$ cat config.mk
export PLATFORM = sky130hd
export DESIGN_NAME = ao_rst_ctrl
export DESIGN_NICKNAME = d
export VERILOG_FILES = /design/src/rtl/ao_rst_ctrl.sv
export SDC_FILE = /design/constraint.sdc
export NUM_CORES = 1
export LEC_CHECK = 0
export BUFFER_PORTS_ARGS = -buffer_cell sky130_fd_sc_hd__buf_4
export CAP_MARGIN = 20
export CORE_MARGIN = 1.5
export CORE_UTILIZATION = 55
export DETAILED_ROUTE_END_ITERATION = 8
export MAX_ROUTING_LAYER = met4
export PLACE_DENSITY = 0.88
export SYNTH_ARGS = -nofsm -noshare
export SYNTH_HDL_FRONTEND = slang
export SYNTH_SLANG_ARGS = --single-unit
$ cat constraint.sdc
create_clock -name sys_root_clk -period 1.8 [get_ports sys_root_clk]
set_input_delay 0.18 -clock sys_root_clk [delete_from_list [all_inputs] [get_ports sys_root_clk]]
set_output_delay 0.18 -clock sys_root_clk [all_outputs]
set_load 0.02 [all_outputs]
$ cat src/rtl/ao_rst_ctrl.sv
// Always-on reset sequencer: async-assert / sync-release, staged domain reset release,
// warm-reset handling of soft requests and a sticky reset-cause record.
module ao_rst_ctrl #(
    parameter int SYNC_STAGES = 2,
    parameter int POR_CYCLES  = 16,
    parameter int SYS_DLY     = 8,
    parameter int APB1_DLY    = 4,
    parameter int REQ_HOLD    = 32,
    parameter int CNT_W       = 8
) (
    input  logic       sys_root_clk,
    input  logic       sys_root_rst,
    input  logic       sw_rst_req,
    input  logic       wdt_rst_req,
    input  logic       lockup_rst_req,
    input  logic       cause_clr,
    output logic       power_on_rstn,
    output logic       sys_root_rstn,
    output logic       apb1_root_rstn,
    output logic [2:0] rst_cause,
    output logic       rst_busy
);

    typedef enum logic [2:0] {
        SYNC,
        POR_WAIT,
        SYS_REL,
        APB_REL,
        RUN,
        WARM_HOLD
    } state_e;

    localparam logic [CNT_W-1:0] POR_LAST  = CNT_W'(POR_CYCLES - 1);
    localparam logic [CNT_W-1:0] SYS_LAST  = CNT_W'(SYS_DLY - 1);
    localparam logic [CNT_W-1:0] APB1_LAST = CNT_W'(APB1_DLY - 1);
    localparam logic [CNT_W-1:0] HOLD_LAST = CNT_W'(REQ_HOLD - 1);

    logic [SYNC_STAGES-1:0] sync_q;
    logic                   rel;
    state_e                 state_q, state_d;
    logic [CNT_W-1:0]       cnt_q, cnt_d;
    logic [2:0]             cause_q, cause_d;
    logic [2:0]             setBits;
    logic                   anyReq;
    logic                   porRstn_q, porRstn_d;
    logic                   sysRstn_q, sysRstn_d;
    logic                   apbRstn_q, apbRstn_d;
    logic                   busy_q, busy_d;

    assign rel    = sync_q[SYNC_STAGES-1];
    assign anyReq = sw_rst_req | wdt_rst_req | lockup_rst_req;

    // Deassertion synchronizer: cleared asynchronously, fills with ones after release.
    always_ff @(posedge sys_root_clk or posedge sys_root_rst) begin
        if (sys_root_rst) begin
            sync_q <= '0;
        end else begin
            sync_q <= {sync_q[SYNC_STAGES-2:0], 1'b1};
        end
    end

    always_ff @(posedge sys_root_clk or posedge sys_root_rst) begin
        if (sys_root_rst) begin
            state_q   <= SYNC;
            cnt_q     <= '0;
            cause_q   <= 3'b000;
            porRstn_q <= 1'b0;
            sysRstn_q <= 1'b0;
            apbRstn_q <= 1'b0;
            busy_q    <= 1'b1;
        end else begin
            state_q   <= state_d;
            cnt_q     <= cnt_d;
            cause_q   <= cause_d;
            porRstn_q <= porRstn_d;
            sysRstn_q <= sysRstn_d;
            apbRstn_q <= apbRstn_d;
            busy_q    <= busy_d;
        end
    end

    // Each timed state leaves on the cycle its counter reaches the last count.
    always_comb begin
        state_d = state_q;
        cnt_d   = cnt_q + 1'b1;
        case (state_q)
            SYNC:      if (rel) state_d = POR_WAIT;
            POR_WAIT:  if (cnt_q == POR_LAST) state_d = SYS_REL;
            SYS_REL:   if (cnt_q == SYS_LAST) state_d = APB_REL;
            APB_REL:   if (cnt_q == APB1_LAST) state_d = RUN;
            RUN:       if (anyReq) state_d = WARM_HOLD;
            WARM_HOLD: if (cnt_q == HOLD_LAST) state_d = SYS_REL;
            default:   state_d = SYNC;
        endcase
        if (state_d != state_q || state_q == SYNC || state_q == RUN) begin
            cnt_d = '0;
        end
    end

    // Requests only count in RUN; a clear drops every bit not being set on the same edge.
    always_comb begin
        setBits = 3'b000;
        if (state_q == RUN) begin
            setBits = {lockup_rst_req, wdt_rst_req, sw_rst_req};
        end
        cause_d = cause_clr ? setBits : (cause_q | setBits);
    end

    // Outputs decoded from the next state so they change on the transition edge itself.
    always_comb begin
        porRstn_d = state_d inside {SYS_REL, APB_REL, RUN, WARM_HOLD};
        sysRstn_d = state_d inside {APB_REL, RUN};
        apbRstn_d = (state_d == RUN);
        busy_d    = (state_d != RUN);
    end

    assign power_on_rstn  = porRstn_q;
    assign sys_root_rstn  = sysRstn_q;
    assign apb1_root_rstn = apbRstn_q;
    assign rst_cause      = cause_q;
    assign rst_busy       = busy_q;

endmodule

==> reports/summary.txt <==
Yosys warnings -> 0
Site row count -> 15
Status -> finished with violations
Slew headroom -> 0.519
Critical Path AT -> 1.92 ns
DRT antenna net count -> 0
Ant diodes -> 0
Drt drc -> 0
CP Cell Sequence -> ha_1 > and3_1 > a311o_1 > and2_4 > and3_1
Post-synth cell types -> 36
Failing checks -> negative hold slack
Grt peak-use layer -> met2
CTS Hold Bufs -> 0
Pwr dens -> 1210 mW/mm^2
Syn_area_per_cell -> 10.7 sq um
Core area -> 0.00171 sq mm
Worst R2R End -> apb1_root_rstn
CP max stage cell -> dfrtp_1
Total CTS buffers -> 3
Setup Fix Bufs, Post-CTS -> 0
CP required -> 2.00 ns
Hold crit path type -> input port to asynchronous set/reset pin
Starting density of the core -> 0.577
Area delta synth->final -> 14.0%
WL/cell -> 13.2 um
Total number of vias -> 673
Ys async rst share -> 1.00
Max Cap Violations -> 0
Setup crit start -> cnt_q[0]
Die area -> 0.00206 sq mm
Share of cells above drive strength 1 -> 0.231
CTS tree -> yes
Root Buffer -> clkbuf_4
Final hold violations -> 6
Post-synth EDFFs -> 0
# clock sinks -> 20
Clock skew -> 0.00570 ns
Period utilisation layout -> 0.961
Hpwl dp -> 1300 um
Via density -> 5.22
Total Nets Final -> 113
Flop-to-flop setup slack -> 0.07 ns
Synthesized flop and latch total -> 20
Number of global-route vias before repair -> 636
GRT Overall Usage -> 0.195
Post-route design area -> 0.00112 sq mm
First-pass GRT wire length -> 2780 um
Max incr delay on CP -> 0.44 ns
Die extent in x -> 45.3 um
CP dominant cell by count -> and3_1
Final Max Tran Viols -> 0
Mapped Nets -> 100
RD Place Congestion -> 0.810
Most common cell after layout, fill and taps aside -> dfrtp_1
Startpoint types -> flip-flop
RSZ-0062 raised after global routing -> no
Dpl ws -> 0.0800 ns
Routed WL -> 1700 um
Post-synthesis sequential area ratio -> 0.509
Crit end category -> flip-flop
Clock latency on the worst-skew pair -> 0.29 ns
Max Freq -> 578 MHz
Met2 Track Usage GR -> 0.300
Largest net degree at the start of global routing -> 21
Io pins -> 13
H-Tree Depth -> 1
Main synth FF type -> dfrtp_1
Synthesized area -> 986 sq um
R2r startpoint -> cnt_q[0]
Most frequent cells in the layout -> dfrtp_1 (19), nor2_1 (12), buf_4 (12)
DRT Pass-1 Iters -> 2
Crit path max fanout -> 6
IO buf count -> 12
Worst Hold Slack -> -0.00181 ns
Placed Area -> 0.00108 sq mm
GRT met3 Usage -> 0.0720
Met1 Resource Use GR -> 0.247
CTS clk-pin slew, worst paths -> 0.10 ns
VDD IR-drop max -> 1.00 mV
Register-to-Register Path Depth -> 5
Initial DRC count -> 10
Setup ws final -> 0.0708 ns
Setup_tns -> 0 ns
CP Class -> flip-flop to flip-flop
Time the worst path needs with I/O delays and setup -> 1.73 ns
LEAKAGE -> 0.000552 uW
Worst slew pin tran -> 0.721 ns
Final setup vio count -> 0
Initial antenna violation count -> 0
Synth Instances -> 92
Die Y -> 45.3 um
Clock buffer depth -> 2
Total grt overflow -> 0
[metal layers]
| layer | routed length [um] | vias to the layer above | part of all wire |
|---|---|---|---|
| met5 | 0 | - | 0 |
| met4 | 14 | 0 | 0.0082 |
| met3 | 52 | 2 | 0.031 |
| met2 | 816 | 8 | 0.48 |
| met1 | 815 | 325 | 0.48 |
| li1 | - | 338 | - |
[report_power, final]
part / internal [uW] / switching [uW] / total, uW
combinational: 218 / 236 / 454
clock: 123 / 123 / 247
sequential: 548 / 108 / 656
[stage by stage]
stage | util | instances | total power [uW]
CTS | 0.655 | 129 | 1360
global route | 0.658 | 129 | 1460
global placement | 0.634 | 125 | 1090
detailed placement | 0.634 | 125 | 1110
floorplan | - | 92 | 992
finish | 0.658 | 129 | 1360
[cell families (layout without fill, tap and decap cells)]
logic type               after synthesis  count (layout)  share of synthesized area
buffers and inverters                  9              21                     0.0444
other                                  1               1                    0.00380
AND/OR/NAND/NOR                       40              40                      0.237
adder cells (fa/ha/maj)                2               2                     0.0254
XOR/XNOR                               7               7                     0.0622
AO/OA/AOI/OAI                         13              13                      0.118
flip-flops                            20              20                      0.509
[repair_timing]
action	CTS	global route
gates resized for setup	0	1
setup endpoints to repair	0	3
hold endpoints to repair	0	0
[synthesized netlist by cell type, types with 2 or more instances]
| cell | count | area [sq um] |
|---|---|---|
| xor2_1 | 4 | 35.0 |
| and3_1 | 3 | 18.8 |
| nand2b_1 | 2 | 12.5 |
| dfrtp_1 | 19 | 475 |
| inv_1 | 5 | 18.8 |
| nand2_1 | 4 | 15.0 |
| xnor2_1 | 3 | 26.3 |
| a22o_1 | 3 | 26.3 |
| nor2_1 | 12 | 45.0 |
| ha_1 | 2 | 25.0 |
| and2_1 | 2 | 12.5 |
| buf_2 | 2 | 10.0 |
| nand3_1 | 8 | 40.0 |
[worst max path at each step]
stage	slack, ns	end	cells past startpoint
after floorplan	0.11	apb1_root_rstn	6
after global placement	0.12	apb1_root_rstn	5
after detailed placement	0.08	apb1_root_rstn	5
after CTS	0.07	apb1_root_rstn	5
after global routing	0.01	apb1_root_rstn	5
final	0.07	apb1_root_rstn	5
[critical path, delay by kind of cell (launching register included)]
| family | cells | cell delay [ns] |
|---|---|---|
| adder cells (fa/ha/maj) | 1 | 0.24 |
| flip-flops | 1 | 0.44 |
| AO/OA/AOI/OAI | 1 | 0.39 |
| AND/OR/NAND/NOR | 3 | 0.57 |
[state kept, by name (all words and copies together), names as in the netlist]
name and cells:
apb1_root_rstn 1, rst_cause 3, power_on_rstn 1, sync_q 2
cnt_q 8, rst_busy 1, sys_root_rstn 1, state_q 3
[final cells by class]
type	count	area, sq um
multi-input combinational	63	445
tap	25	31.3
clock buffer	4	36.3
fill	137	584
timing repair buffer	12	90.1
inverter	5	18.8
sequential	20	502
(Power assumes the default switching activity.)
